### src/rtl/cpt_down_if.sv
// Bus bundle for cpt_down: count control/load inputs and count/status outputs.
// Latency: none (wires only); the counter registers every output it drives.
// Backpressure: none; control strobes are sampled every clock edge.
interface cpt_down_if #(
  parameter int WIDTH = 8
);
  logic             activate;
  logic             load;
  logic [WIDTH-1:0] din;
  logic [WIDTH-1:0] out;
  logic             busy;
  logic             zero;

  // Controller side: drives the strobes and load value, observes the counter.
  modport master (
    output activate, load, din,
    input  out, busy, zero
  );

  // Counter side.
  modport slave (
    input  activate, load, din,
    output out, busy, zero
  );
endinterface

### src/rtl/cpt_down.sv
// Loadable down-counter with IDLE/COUNT FSM and a registered terminal-count pulse.
// Latency: 1 cycle from load/activate to out/busy; zero is high the cycle after expiry.
// Backpressure: none; optional auto-reload compiled in with CPT_DOWN_RELOAD_EN.
module cpt_down #(
  parameter int WIDTH = 8
) (
  input logic       clk,
  input logic       reset,
  cpt_down_if.slave bus
);

  typedef enum logic {IDLE = 1'b0, COUNT = 1'b1} state_t;

  state_t           state_q, state_d;
  logic [WIDTH-1:0] cnt_q, cnt_d;
  logic             zero_q, zero_d;
`ifdef CPT_DOWN_RELOAD_EN
  logic [WIDTH-1:0] reload_q, reload_d;
`endif

  // Next state: load wins over activate; the decrement is only taken above 1,
  // so the count never wraps and an expiry is the only way out of 1.
  always_comb begin
    state_d = state_q;
    cnt_d   = cnt_q;
    zero_d  = 1'b0;
`ifdef CPT_DOWN_RELOAD_EN
    reload_d = reload_q;
`endif
    if (bus.load) begin
      cnt_d   = bus.din;
      state_d = (bus.din != '0) ? COUNT : IDLE;
`ifdef CPT_DOWN_RELOAD_EN
      if (bus.din != '0) begin
        reload_d = bus.din;
      end
`endif
    end else if (state_q == COUNT && bus.activate) begin
      if (cnt_q == WIDTH'(1)) begin
        zero_d = 1'b1;
`ifdef CPT_DOWN_RELOAD_EN
        cnt_d   = reload_q;
        state_d = COUNT;
`else
        cnt_d   = '0;
        state_d = IDLE;
`endif
      end else if (cnt_q > WIDTH'(1)) begin
        cnt_d = cnt_q - WIDTH'(1);
      end
    end
  end

  // State registers; reset clears everything without waiting for a clock.
  always_ff @(posedge clk or negedge reset) begin
    if (!reset) begin
      state_q <= IDLE;
      cnt_q   <= '0;
      zero_q  <= 1'b0;
`ifdef CPT_DOWN_RELOAD_EN
      reload_q <= '0;
`endif
    end else begin
      state_q <= state_d;
      cnt_q   <= cnt_d;
      zero_q  <= zero_d;
`ifdef CPT_DOWN_RELOAD_EN
      reload_q <= reload_d;
`endif
    end
  end

  assign bus.out  = cnt_q;
  assign bus.busy = (state_q == COUNT);
  assign bus.zero = zero_q;

endmodule

### src/flat_wrapper.sv
// flat-port wrapper written by rule: the top's interface ports become plain ports
module cpt_down_flat 
#(
  parameter int WIDTH = 8
)
  (clk, reset, bus_activate, bus_load, bus_din, bus_out, bus_busy, bus_zero);
  cpt_down_if #(.WIDTH(WIDTH)) bus_i ();
  input logic clk;
  input logic reset;
  input wire logic [$bits(bus_i.activate)-1:0] bus_activate;
  input wire logic [$bits(bus_i.load)-1:0] bus_load;
  input wire logic [$bits(bus_i.din)-1:0] bus_din;
  output wire logic [$bits(bus_i.out)-1:0] bus_out;
  output wire logic [$bits(bus_i.busy)-1:0] bus_busy;
  output wire logic [$bits(bus_i.zero)-1:0] bus_zero;
  assign bus_i.activate = bus_activate;
  assign bus_i.load = bus_load;
  assign bus_i.din = bus_din;
  assign bus_out = bus_i.out;
  assign bus_busy = bus_i.busy;
  assign bus_zero = bus_i.zero;
  cpt_down #(.WIDTH(WIDTH)) u_core (.clk(clk), .reset(reset), .bus(bus_i));
endmodule
### config.mk
export PLATFORM = sky130hd
export DESIGN_NAME = cpt_down_flat
export DESIGN_NICKNAME = d
export VERILOG_FILES = /design/src/rtl/cpt_down_if.sv /design/src/rtl/cpt_down.sv /design/src/flat_wrapper.sv
export SDC_FILE = /design/constraint.sdc
export NUM_CORES = 1
export LEC_CHECK = 0
export BUFFER_PORTS_ARGS = -buffer_cell sky130_fd_sc_hd__buf_2
export CAP_MARGIN = 10
export CORE_MARGIN = 1
export CORE_UTILIZATION = 39
export CTS_BUF_LIST = sky130_fd_sc_hd__clkbuf_8
export DETAILED_ROUTE_END_ITERATION = 7
export PLACE_DENSITY = 0.63
export SYNTH_ARGS = -nofsm -noshare
export SYNTH_HDL_FRONTEND = slang
export SYNTH_SLANG_ARGS = --single-unit
export TNS_END_PERCENT = 20
### constraint.sdc
create_clock -name clk -period 3.75 [get_ports clk]
set_clock_uncertainty 0.15 [all_clocks]
set_input_delay 0.375 -clock clk [delete_from_list [all_inputs] [get_ports clk]]
set_output_delay 0.375 -clock clk [all_outputs]
set_load 0.01 [all_outputs]
Word-level counts from Yosys, hierarchy flattened --
Cells that the tools add are included.
Storage, ports and cells: flip-flop bits (word level) 10, input port bits 12, output and inout bits 10, logic and storage cells 24
Operators by class: add/sub/neg operators 1, magnitude comparators 1, eq/ne operators 1, muxes and demuxes 11, reduce and logical (&&, ||, !) cells 7
Operators by type and width (count):
- 2-to-1 mux 8 bit | 4
- equality test 8 x 1 -> 1 bit (second input constant) | 1
- > comparator 8 x 1 -> 1 bit (second input constant) | 1
- nonzero test 8 bit | 1
- subtractor 8 x 1 -> 8 bit (second input constant) | 1
- 2-to-1 mux 1 bit | 7
- AND reduction 2 bit | 2
- nonzero test 2 bit | 2
- nonzero test 3 bit | 1
- logical AND 1 bit | 1

Logic depth before layout (Yosys ltp) --
Gate-level depths: netlist (run 1).
depth after elaboration 5, mapped depth 6, mapped depth without buffers 6

Worst setup path after synthesis (run 1) --
OpenSTA, ideal clock, no wires.
path kind register to register, start point reg u_core.cnt_q[0] (netlist: u_core.bus.out[0]), end point reg u_core.cnt_q[4] (netlist: u_core.bus.out[4]), library setup time 0.069 ns, data arrival time 1.722 ns, data required time 3.531 ns, setup slack 1.809 ns, cell stages (with the launch flop) 7, buffers on the path 0, clock period less this slack 1.941 ns, cells stage by stage dfrtp_1 -> inv_1 -> ha_1 -> or2_1 -> a311o_2 -> or3_1 -> nand3_1
Between the ends: longest elaborated chain between the ends 5, elaborated cells between the ends (all ways) 9, those cells by class add/sub: 1; order compare: 1; eq/ne: 1; mux: 4; reduce/logical: 2
RTL lines:
- start: declaration | line cpt_down.sv:15 | logic [WIDTH-1:0] cnt_q, cnt_d;
- start signal: assignment | line cpt_down.sv:65 | cnt_q <= cnt_d;
- subtractor 8 x 1 -> 8 bit | line cpt_down.sv:49 | cnt_d = cnt_q - WIDTH'(1);
- 2-to-1 mux 8 bit | line cpt_down.sv:48 | end else if (cnt_q > WIDTH'(1)) begin
- 2-to-1 mux 8 bit | line cpt_down.sv:39 | if (cnt_q == WIDTH'(1)) begin
- 2-to-1 mux 8 bit | line cpt_down.sv:38 | end else if (state_q == COUNT && bus.activate) begin
- 2-to-1 mux 8 bit | line cpt_down.sv:30 | if (bus.load) begin
Several ways; a longest one is shown, not always the timed one. The select of a mux whose other input is x is not followed. A chain may end at the register's enable or synchronous reset.

Final worst setup path (run 1) --
Same ends and word-level chain as after synthesis.

==> metrics list, run 1 <==
- The run finished with clean final reports.
- Per report_power, the sequential group accounts for 42.0% of the total.
- The number of nets in the synthesized netlist is 81.
- The signal on the critical path passes through inv_1 > ha_1 > or2_1 > a311o_2 > or3_1 > nand3_1.
* Slowest cell on crit path: a311o_2
* Area added between synthesis and finish: 27.9%
- Row Count: 14
- Entering global routing, the biggest net connects 16 pins.
- Worst voltage drop across the vdd grid: 0.214 mV
* Global-route congestion overflow total: 0
* Routed vias/inst: 6.09
- TritonCTS clock tree: done
- Sequential Area: 250 µm²
- Required arrival time at the worst endpoint: 3.77 ns
* Vias after detailed routing: 652
- The tightest min-delay check is of the primary input to register type.
- Clock Tree Root: clkbuf_8
* Number of buffers and inverters on the critical path: 1
- During synthesis, Yosys emitted a total of 0 warnings.
- The total area inside the core boundary comes to 1490 µm².
* Ant. Diodes: 0
- The number of hold violations in the final report is 0.
- The first routing iteration left 18 violations.
- The largest single stage delay on the critical path is 0.44 ns.
- Once detailed placement completed, the half-perimeter wirelength came to 1180 µm.
- Worst-case register-to-register setup slack: 1.75 ns
- Data arrival at the endpoint of the critical path: 2.02 ns
- Average cell area after synthesis: 9.24 µm²
* Final slew viol count: 0
- Place WS: 1.77 ns
- The clock network accounts for 34.1% of the total power.
* Leak pwr: 0.359 nW
* Peak clock frequency supported by timing: 0.501 GHz
* GRT Util Overall: 21.3%
* PwrDens: 407 nW/µm²
* Element type at the critical path start: register
- Post-detailed-route DRC marker count: 0
* TritonCTS buffer count: 3
- Worst slew pin tran: 0.426 ns
- Post-route ant nets: 0
- STA classifies the critical path endpoint as a register.
- In the final layout, the multi-input gates occupy 347 µm².
- Mapped Cells: 67
- Commonest cells after routing, fill and taps aside: buf_2, dfrtp_1, nand2_1
- Final critical-path required period: 2.00 ns
- Layout cells sized above 1: 31.9%
- Number of nets in the final layout: 107
* Vias in the first global route: 616
* Average wire per cell in the routed design: 14.9 µm
* Total Power: 0.000322 W
- The number of antenna violations at the first check in global routing came to 0.
- Die outline height: 41.9 µm
- In this run the number of H-tree levels came out at 1.
- The synthesized design contains 10 register bits.
- Unique cell type count in the Yosys netlist: 30
* Switching part of the total power: 30.8%
* Setup Fix Bufs, Post-CTS: 0
- The first global-routing pass estimated 2720 µm of wire.
- In this run the count of I/O pins placed on the die edge is 22.
* Number of maximum-capacitance constraint violations: 0
- Share of the yosys chip area belonging to registers: 40.4%
- Worst-case clock buffer depth: 2
* Post-route fraction of the period consumed by the critical path: 53.2%
* Cell area after technology mapping: 619 µm²
* Count of fill cells added during filler insertion: 137
- Final WS setup: 1.75 ns
* Total die area: 1750 µm²
- In this run, post-CTS repair resized a total of 0 instances.
- Setup repair after global routing missed its margin: false
- Cell family contributing the most delay on the critical path: simple AND/OR/NAND/NOR gates
- Measured against its own limit, the worst slew margin works out to 71.4%.
* Net switching power: 0.0000992 W
* Final setup violation count: 0
* Effective utilization at floorplan: 41.6%
* Worst skew pair latency: 0.24 ns
* Leading cell type in the layout, fill and taps excluded: buf_2
- Total iterations of the first detailed-routing run: 4
* TritonCTS sink count: 10
- Internal portion of total power: 0.000223 W
* Type of the worst setup path: register to register
- Combinational group share of total power: 23.9%
- Buffers placed on the I/O ports in this run total 21.
- Weighted congestion reported at the end of routability-driven placement: 0.902
- Summed over all failing endpoints, the final setup total negative slack is 0 ns.
- The floorplan step set the die width to 41.9 µm.
- Clk pin slew, worst setup/hold paths: 0.05 ns
- The routed design has 1600 µm of wire.
- Along the worst path, the maximum fanout reaches 7.
## routing by layer
metal | wire length [µm] | vias to the layer above | GRT usage (%)
met5 | 0 | - | 0
met4 | 59 | 0 | 15.5
met3 | 105 | 7 | 4.35
met2 | 739 | 33 | 32.5
met1 | 690 | 307 | 26.2
li1 | - | 305 | -
## tightest hold or removal path: stages
cell	delay [ns]
buf_2	0.09
nand2_1	0.04
o21ai_0	0.06
## flip-flops by register name (all words and copies together), names as in the netlist
name	cells
u_core.bus.zero	1
u_core.bus.out	8
u_core.bus.busy	1
## kinds of logic (layout without fill, tap and decap cells)
family                   count (synthesis)  after routing  synth area share, %
flip-flops                              10             10                 40.4
AO/OA/AOI/OAI                           20             20                 24.9
AND/OR/NAND/NOR                         29             29                 27.1
buffers and inverters                    6             30                 3.64
adder cells (fa/ha/maj)                  2              2                 4.04
## power by group through the flow
stage               sequential (W)  clock [W]  combinational, W
finish                    0.000135   0.000110         0.0000770
global route              0.000137   0.000119         0.0000858
CTS                       0.000135   0.000116         0.0000768
detailed placement        0.000137          0         0.0000756
global placement          0.000137          0         0.0000760
floorplan                 0.000140          0         0.0000418
## per-stage QoR
step / std cells / hold WS, ns / cell area [µm²] / util, %
after floorplan: 67 / -0.0706 / 619 / -
after global placement: 103 / 0.101 / 741 / 49.7
after detailed placement: 103 / 0.104 / 741 / 49.7
after CTS: 107 / 0.215 / 792 / 53.2
after global routing: 107 / 0.248 / 792 / 53.2
final: 107 / 0.219 / 792 / 53.2
## final cells by class
| type | instances | area share [%] |
|---|---|---|
| Sequential cell | 10 | 31.6 |
| Multi-Input combinational cell | 51 | 43.8 |
| Tap cell | 16 | 2.53 |
| Inverter | 5 | 2.37 |
| Timing Repair Buffer | 22 | 14.5 |
| Clock buffer | 3 | 5.21 |
## cell usage after synthesis
master	count	share of area (%)
a211oi_1	1	1.2
a21o_1	1	1.2
a21oi_1	2	1.6
a221o_1	3	4.8
a311o_2	1	1.8
a31o_2	1	1.4
a31oi_1	1	1.0
a32oi_1	1	1.4
clkbuf_1	1	0.61
dfrtp_1	10	40
ha_1	2	4.0
inv_1	5	3.0
nand2_1	7	4.2
nand2b_1	1	1.0
nand3_1	3	2.4
nand3b_1	1	1.2
nand4_1	1	1.0
nor2_1	6	3.6
nor3_1	1	0.81
nor3b_1	1	1.2
nor4_1	2	2.0
nor4_4	1	3.4
o211ai_1	4	4.8
o21ai_0	3	2.4
o311a_1	1	1.6
o32ai_1	1	1.4
or2_1	1	1.0
or3_1	2	2.0
or3_2	1	1.2
or4_4	1	1.8
## path summary, 6_finish.rpt
kind	from	endpoint	cells after the start
hold reg to reg	u_core.bus.busy	u_core.bus.busy	1
max in group asynchronous	reset	u_core.bus.busy	2
hold / removal	bus_din[2]	u_core.bus.out[2]	3
min in group asynchronous	reset	u_core.bus.out[5]	2
setup reg to reg	u_core.bus.out[0]	u_core.bus.out[4]	6
setup / recovery	u_core.bus.out[0]	u_core.bus.out[4]	6
## repair_timing
action	4_1_cts	5_1_grt
setup endpoints to repair	0	0
hold endpoints to repair	10	0
hold buffers	1	0
No activity file was read; power rests on OpenSTA's default activity.
==> run 2: changes to the inputs <==
--- a/config.mk
+++ b/config.mk
@@ -5,13 +5,14 @@
 export SDC_FILE = /design/constraint.sdc
 export NUM_CORES = 1
 export LEC_CHECK = 0
+export ABC_AREA = 1
 export BUFFER_PORTS_ARGS = -buffer_cell sky130_fd_sc_hd__buf_2
 export CAP_MARGIN = 10
 export CORE_MARGIN = 1
 export CORE_UTILIZATION = 39
 export CTS_BUF_LIST = sky130_fd_sc_hd__clkbuf_8
 export DETAILED_ROUTE_END_ITERATION = 7
-export PLACE_DENSITY = 0.63
+export PLACE_DENSITY = 0.62
 export SYNTH_ARGS = -nofsm -noshare
 export SYNTH_HDL_FRONTEND = slang
 export SYNTH_SLANG_ARGS = --single-unit
==> constraint.sdc (replaced) <==
create_clock -name clk -period 2.1 [get_ports clk]
set_clock_uncertainty 0.15 [all_clocks]
set_input_delay 0.21 -clock clk [delete_from_list [all_inputs] [get_ports clk]]
set_output_delay 0.21 -clock clk [all_outputs]
set_load 0.01 [all_outputs]
==> run 2 against run 1 <==
  * Die area increased by 9.8%
  * Global-route usage decreased by 1.7 points
  * Core utilization increased by 2.0 points
  * Setup slack got worse by 1.3 ns
==> metrics list, run 2 <==
* Run status: completed
- Row Count: 14 (unchanged)
- Die outline height: 43.9 µm (+4.8%)
- Among all flip-flop cells after synthesis, the most frequent one is dfrtp_1.
- The count of nets after finishing came to 136 (+27%).
- Proportion of synthesized area in mux cells: 0% (unchanged)
- Place WS: 0.483 ns (-1.29 ns)
* Worst max-slew margin expressed relative to the limit: 81.8% (+10 points)
* Total of flip-flops plus latches after synthesis: 10 (unchanged)
* Warnings from Yosys: 0 (unchanged)
- Delay of the slowest critical-path stage: 0.41 ns (-0.03 ns)
- TritonCTS buffer count: 3 (unchanged)
- Setup Fix Bufs, Post-CTS: 0 (unchanged)
- The flip-flop count of the largest register, all copies and words added came to 8 (unchanged).
* Critical-path maximum fanout: 7 (unchanged)
- The count of instances resized after the clock tree is built is 0 (unchanged).
- The commonest cells after synthesis are nand2_1, nand3_1, dfrtp_1.
* Sequence of cells on the critical path: inv_1 > ha_1 > nand3_2 > o21bai_4 > nor2_2 > nand2_1 > nand3_1
- Final slew viol count: 0 (unchanged)
- The transition time at the pin with the least slew margin was 0.272 ns (-0.154 ns).
- Final HPWL from detailed placement: 1290 µm (+9.0%)
- Routed vias/inst: 4.96 (-19%)
* Initial antenna violation count: 0 (unchanged)
* Effective utilization at floorplan: 43.3% (+1.7 points)
- PwrDens: 821 nW/µm² (+100%)
- In the layout the commonest cells are nand2_1, buf_2, nand3_1.
- The post-synthesis async set-or-reset flop share came to 100% (unchanged).
- Type of the worst setup path: register to register
- The post-route minimum period was 1.63 ns (-0.369 ns).
- Dominant combinational cell family by area after synthesis: simple AND/OR/NAND/NOR gates
- Final WL: 1620 µm (+1.5%)
- GRT Util Overall: 19.6% (-1.7 points)
- Post-Synth Simple-Gate Area: 41.0% (+14 points)
- Setup repair after global routing missed its margin: false
- The wire length of the first global-routing pass is 2700 µm (-0.77%).
- The total number of vias is 679 (+4.1%).
* Unique cell type count in the Yosys netlist: 19 (-37%)
- Setup tns final: 0 ns (unchanged)
- The top-area cell type share of the netlist area came to 36.6% (-3.8 points).
- The DRC violation count after routing is 0 (unchanged).
* Worst hold-check path type: primary input to register
- Average cell area after synthesis: 7.12 µm² (-23%)
* Ports: 22 (unchanged)
* Worst voltage drop across the vdd grid: 0.567 mV (+160%)
- Total die area: 1920 µm² (+9.8%)
* Post-detailed-placement cell area: 805 µm² (+8.6%)
* Number of maximum-capacitance constraint violations: 0 (unchanged)
- The number of hold violations in the final report was 0 (unchanged).
* Mapped Cells: 96 (+43%)
- Post-route ant nets: 0 (unchanged)
- The deepest clock path buffer count was 2 (unchanged).
- The port buffer count came to 21 (unchanged).
- The final estimated routing congestion in global placement came to 0.869 (-3.7%).
- The insertion delay to the later sink of the worst-skew pair came to 0.23 ns (about the same).
- Area added between synthesis and finish: 27.3%
- The slowest stage of the critical path belongs to the cell dfrtp_1.
- The total inserted antenna cells is 0 (unchanged).
* Fraction of the mapped netlist area in compound gates: 6.78% (-18 points)
- The library cell used most frequently in the layout, excluding fill and tap cells, is nand2_1.
- The share of the clock period used by the worst path after layout came to 77.5% (+24 points).
- Yosys top cell by area: dfrtp_1
* Cell area after technology mapping: 683 µm² (+10%)
* Data arrival at the endpoint of the critical path: 1.59 ns (-0.43 ns)
- The leakage power was 0.465 nW (+29%).
- TritonCTS sink count: 10 (unchanged)
- Final setup violation count: 0 (unchanged)
- TritonCTS clock tree: done
- Element type at the critical path start: register
- The number of detailed-route iterations in the first pass came to 4 (unchanged).
- The aggregate global routing overflow was 0 (unchanged).
- The detail-routed net length per standard cell came to 11.8 µm (-21%).
- Share of the yosys chip area belonging to registers: 36.6% (-3.8 points)
* Layout cells sized above 1: 26.4% (-5.4 points)
- The fmax is 0.615 GHz (+23%).
* Die span in x: 43.9 µm (+4.8%)
- Final std cell area, no fill: 870 µm² (+9.8%)
* Number of levels the H-tree was split into: 1 (unchanged)
- The placeable core region is 1580 µm² (+5.9%).
- The worst-case setup margin in the final layout was 0.473 ns (-1.28 ns).
- Post-synthesis xor/xnor area fraction: 6.41% (+6.4 points)
* Clk pin slew, worst setup/hold paths: 0.05 ns (about the same)
- The number of DRC markers in iteration 0 came to 10 (-8).
- Clock Tree Root: clkbuf_8
- The reg2reg setup slack came to 0.47 ns (-1.28 ns).
* Arithmetic-cell share of the synthesized area counting full adders, half adders and majority gates: 3.66% (-0.38 points)
- Number of flops mapped to enable cells by yosys: 0 (unchanged)
- The pin count of the biggest net entering global routing came to 14 (-2).
- CTS hold repair buffers: 1 (unchanged)
* Ranking of synthesized cells by area: dfrtp_1, nand2_1, nand3_1
* Required arrival time at the worst endpoint: 2.06 ns (-1.71 ns)
- By instance count, the leading cell after synthesis is nand2_1.
- Post-synthesis net count: 110 (+36%)
- Vias in the first global route: 599 (-2.8%)
* Sort of element at the end of the critical path: register
## run 2: cell types whose count changed after synthesis, moves of 3 or more
| cell | delta |
|---|---|
| a221o_1 | -3 |
| inv_1 | +3 |
| nand2_1 | +25 |
| nand3_1 | +11 |
| nor2_1 | +3 |
| o211ai_1 | -3 |
| xor2_1 | +3 |
## run 2: cells by family (layout without fill, tap and decap cells)
family                     count (synthesis)  count (layout)
and+or+nand+nor                           63              63
DFF                                       10              10
buffers and inverters                     10              35
AOI/OAI and AO/OA                          6               6
xor gates and xnor gates                   5               5
adders and majority gates                  2               2
## run 2: final cells by class
| class | count | area [µm²] |
|---|---|---|
| Fill cell | 166 | 707 |
| Multi-Input combinational cell | 76 | 395 |
| Sequential cell | 10 | 250 |
| Timing Repair Buffer | 22 | 115 |
| Clock buffer | 4 | 55.1 |
| Inverter | 9 | 33.8 |
| Tap cell | 16 | 20.0 |
## run 2: per-stage QoR
stage | std cells | hold WS (ns) | total power, W | utilization (%)
floorplan | 96 | -0.236 | 0.000398 | -
global placement | 132 | -0.0661 | 0.000474 | 51.0
detailed placement | 132 | -0.0623 | 0.000470 | 51.0
CTS | 137 | 0.0629 | 0.000717 | 55.2
global route | 137 | 0.0741 | 0.000760 | 55.2
finish | 137 | 0.0580 | 0.000714 | 55.2
## run 2: power by group
part	internal, W	switching, W	total (W)
clock network	0.000165	0.0000808	0.000246
logic	0.0000868	0.000128	0.000215
registers	0.000219	0.0000338	0.000253
total	0.000471	0.000243	0.000714
## run 2: path summary, 6_finish.rpt
kind	start	end	cells after the start
min reg2reg	u_core.bus.busy	u_core.bus.busy	2
max reg2reg	u_core.bus.out[0]	u_core.bus.out[4]	7
max in group asynchronous	reset	u_core.bus.out[6]	2
min in group asynchronous	reset	u_core.bus.out[2]	2
min	bus_din[3]	u_core.bus.out[3]	3
max	u_core.bus.out[0]	u_core.bus.out[4]	7
## run 2: layer usage
metal	part of all wire, %	up-vias	global-route usage (%)	wire (µm)
li1	-	357	-	-
met1	48	300	28.8	775
met2	46	18	27.5	740
met3	4.2	4	3.75	68
met4	2.1	0	9.09	34
met5	0	-	0	0
## run 2: critical path: cells and delay by family, from the launching register on
family                   cells  cell delay (ns)
flip-flops                   1             0.41
AND/OR/NAND/NOR              4             0.34
adder cells (fa/ha/maj)      1             0.26
AO/OA/AOI/OAI                1             0.23
buffers and inverters        1             0.12
==> run 3: changes to the inputs <==
--- a/config.mk
+++ b/config.mk
@@ -5,14 +5,14 @@
 export SDC_FILE = /design/constraint.sdc
 export NUM_CORES = 1
 export LEC_CHECK = 0
-export ABC_AREA = 1
+export ABC_AREA = 0
 export BUFFER_PORTS_ARGS = -buffer_cell sky130_fd_sc_hd__buf_2
 export CAP_MARGIN = 10
 export CORE_MARGIN = 1
 export CORE_UTILIZATION = 39
 export CTS_BUF_LIST = sky130_fd_sc_hd__clkbuf_8
 export DETAILED_ROUTE_END_ITERATION = 7
-export PLACE_DENSITY = 0.62
+export PLACE_DENSITY = 0.63
 export SYNTH_ARGS = -nofsm -noshare
 export SYNTH_HDL_FRONTEND = slang
 export SYNTH_SLANG_ARGS = --single-unit
==> constraint.sdc (replaced) <==
create_clock -name clk -period 1.6 [get_ports clk]
set_clock_uncertainty 0.15 [all_clocks]
set_input_delay 0.16 -clock clk [delete_from_list [all_inputs] [get_ports clk]]
set_output_delay 0.16 -clock clk [all_outputs]
set_load 0.01 [all_outputs]
==> run 3 against run 2 <==
  * The flow now finishes with violations (setup timing)
  * Setup slack lost 0.70 ns
  * Wire length rose by 24%
  * Die area down 8.9%
  * Final area rose by 15%
  * Register-to-register slack lost 0.70 ns
  * Power is 31% higher
  * Hold slack got worse by 0.048 ns
  * Cell count is 6.6% lower
  * Global-route usage increased by 5.8 points
  * Critical path depth is 1 lower
  * Combinational power grew 39%
  * Highest routed layer unchanged
==> metrics list, run 3 (same netlist as run 1, synthesis figures left out) <==
- Run status: complete, but fails checks
- Failing checks: setup timing
- Maximum number of pins on one net before global-route repair: 11 (-3)
- Worst voltage drop across the vdd grid: 0.643 mV (+13%)
- Post-route fraction of the period consumed by the critical path: 114% (+37 points)
* Clock Tree Root: clkbuf_8
- The hold-critical path depth is 3 (unchanged).
- The post-route minimum period is 1.83 ns (+0.201 ns).
- Ports: 22 (unchanged)
- The global routing stage identified its most utilized layer as met2.
* Number of nets in the final layout: 127 (-6.6%)
* Worst-case clock buffer depth: 2 (unchanged)
- STA classifies the critical path endpoint as a register.
- The worst slew margin relative to its limit is 79.9% (-1.9 points).
- Number of levels the H-tree was split into: 1 (unchanged)
- Data arrival at the endpoint of the critical path: 1.86 ns (+0.27 ns)
- The width of the die is 41.9 µm (-4.6%).
- The detail-routed net length per standard cell came to 15.7 µm (+32%).
- Total die area: 1750 µm² (-8.9%)
- The met3 capacity usage during global routing was 3.48% (-0.27 points).
- Worst slew pin tran: 0.298 ns (+0.0256 ns)
* Post-detailed-route DRC marker count: 0 (unchanged)
- Total Power: 0.000935 W (+31%)
- Wire length of the first global-routing pass: 3240 µm (+20%)
- Clk pin slew, worst setup/hold paths: 0.05 ns (about the same)
* Required arrival time at the worst endpoint: 1.63 ns (-0.43 ns)
* Setup repair after global routing missed its margin: true
- PwrDens: 938 nW/µm² (+14%)
- TritonCTS clock tree: done
- Count of fill cells added during filler insertion: 124 (-25%)
- The number of DRC markers in iteration 0 is 24 (+14).
- The count of pins over their slew limit came to 0 (unchanged).
* Type of the worst setup path: register to register
- The largest driver fanout on the critical path is 5 (-2).
* Peak clock frequency supported by timing: 0.547 GHz (-11%)
- The number of buffers inserted during clock tree synthesis was 3 (unchanged).
- Row Count: 14 (unchanged)
- The detailed placer's ending HPWL is 1490 µm (+16%).
- Final hold violation count: 0 (unchanged)
- Leading cell type in the layout, fill and taps excluded: buf_2
- From synthesis to final layout, the design area changed by 61.0%.
- The utilization after layout is 67.0% (+12 points).
- The final antenna-violating net count came to 0 (unchanged).
* Die outline height: 41.9 µm (-4.6%)
- Depth of the most critical reg-to-reg path: 6 (-1)
- The final estimated routing congestion in global placement is 0.958 (+10%).
- GRT met2 Usage: 41.9% (+14 points)
- Initial antenna violation count: 0 (unchanged)
* Number of maximum-capacitance constraint violations: 0 (unchanged)
- Final setup violation count: 7 (+7)
* Worst skew pair latency: 0.24 ns (about the same)
- The number of detailed-route iterations in the first pass was 4 (unchanged).
- The number of sinks handled by clock tree synthesis is 10 (unchanged).
- Placeable core region: 1490 µm² (-5.6%)
- Global-route congestion overflow total: 0 (unchanged)
* Ant. Diodes: 0 (unchanged)
- Quantity of I/O buffers inserted on ports: 21 (unchanged)
* Routed vias/inst: 5.80 (+17%)
* Vias after detailed routing: 742 (+9.3%)
- Commonest cells after routing, fill and taps aside: buf_2, buf_4, dfrtp_1
- The share of post-route cells with drive strength above 1 is 51.8% (+25 points).
* Final WS setup: -0.228 ns (-0.701 ns)
- The total track usage came to 25.4% (+5.8 points).
- The met1 layer usage reported by global route was 29.3% (+0.48 points).
- The number of global-route vias before repair came to 734 (+23%).
- Final WL: 2000 µm (+24%)
- STA classifies the critical path startpoint as a register.
- Flip-flop count of the largest register, all copies and words added: 8 (unchanged)
- Effective utilization at floorplan: 41.6% (-1.7 points)
- Worst hold-check path type: primary input to register
- The leakage power was 0.465 nW (about the same).
run 3: cell types whose count changed in the layout (fill, tap and decap cells not counted), sizes merged, moves of 3 or more:
cell / change
a221o: +3
buf: +19
inv: -3
nand2: -28
nand3: -12
nor2: -5
nor4: +3
o211ai: +3
or3: +3
xor2: -3
run 3: path summary, 6_finish.rpt:
kind / slack [ns] / to / start
setup / recovery: -0.23 / u_core.bus.out[4] / u_core.bus.out[0]
hold / removal: 0.01 / u_core.bus.out[1] / bus_din[1]
setup reg to reg: -0.23 / u_core.bus.out[4] / u_core.bus.out[0]
hold reg to reg: 0.48 / u_core.bus.busy / u_core.bus.busy
max in group asynchronous: 0.93 / u_core.bus.out[0] / reset
min in group asynchronous: 0.16 / u_core.bus.out[3] / reset
run 3: cell type report:
cell class / instances / area (µm²) / area share [%]
Tap cell: 16 / 20.0 / 2.01
Inverter: 5 / 18.8 / 1.88
Multi-Input combinational cell: 51 / 380 / 38.1
Clock buffer: 4 / 55.1 / 5.52
Timing Repair Buffer: 42 / 272 / 27.2
Sequential cell: 10 / 251 / 25.2
run 3: timing repair:
item / in CTS / in global routing
endpoints found under the setup margin: 8 / 9
pin swaps: 4 / 1
gates resized for setup: 8 / 2
hold buffers: 2 / 0
setup buffers: 2 / 0
hold endpoints to repair: 11 / 0
run 3: critical path, stage by stage, from the launching register on:
cell and delay, ns:
dfrtp_2 0.40, inv_2 0.06, ha_4 0.16, or2_1 0.24, a311o_2 0.37, or3_1 0.31
nand3_1 0.07
run 3: power by group:
part | switching, W | total [W] | leakage [nW] | internal (W)
Sequential | 0.0000326 | 0.000311 | 0.121 | 0.000279
Combinational | 0.000143 | 0.000298 | 0.316 | 0.000155
Clock | 0.000109 | 0.000326 | 0.0288 | 0.000217
Total | 0.000285 | 0.000935 | 0.465 | 0.000650
run 3: through the flow:
stage,std cells,setup TNS [ns],area (µm²),hold slack (ns),worst slack [ns]
after CTS,128,-0.935,992,0.0156,-0.220
after global placement,120,-1.05,875,-0.111,-0.198
after global routing,128,-1.56,997,0.0369,-0.312
after detailed placement,120,-1.54,875,-0.114,-0.273
final,128,-0.989,997,0.00982,-0.228
after floorplan,67,-0.965,626,-0.286,-0.231
run 3: layer usage:
metal  vias to the layer above  part of all wire, %
li1                        349                    -
met1                       352                   44
met2                        30                   48
met3                        11                  4.1
met4                         0                  4.6
met5                         -                    0
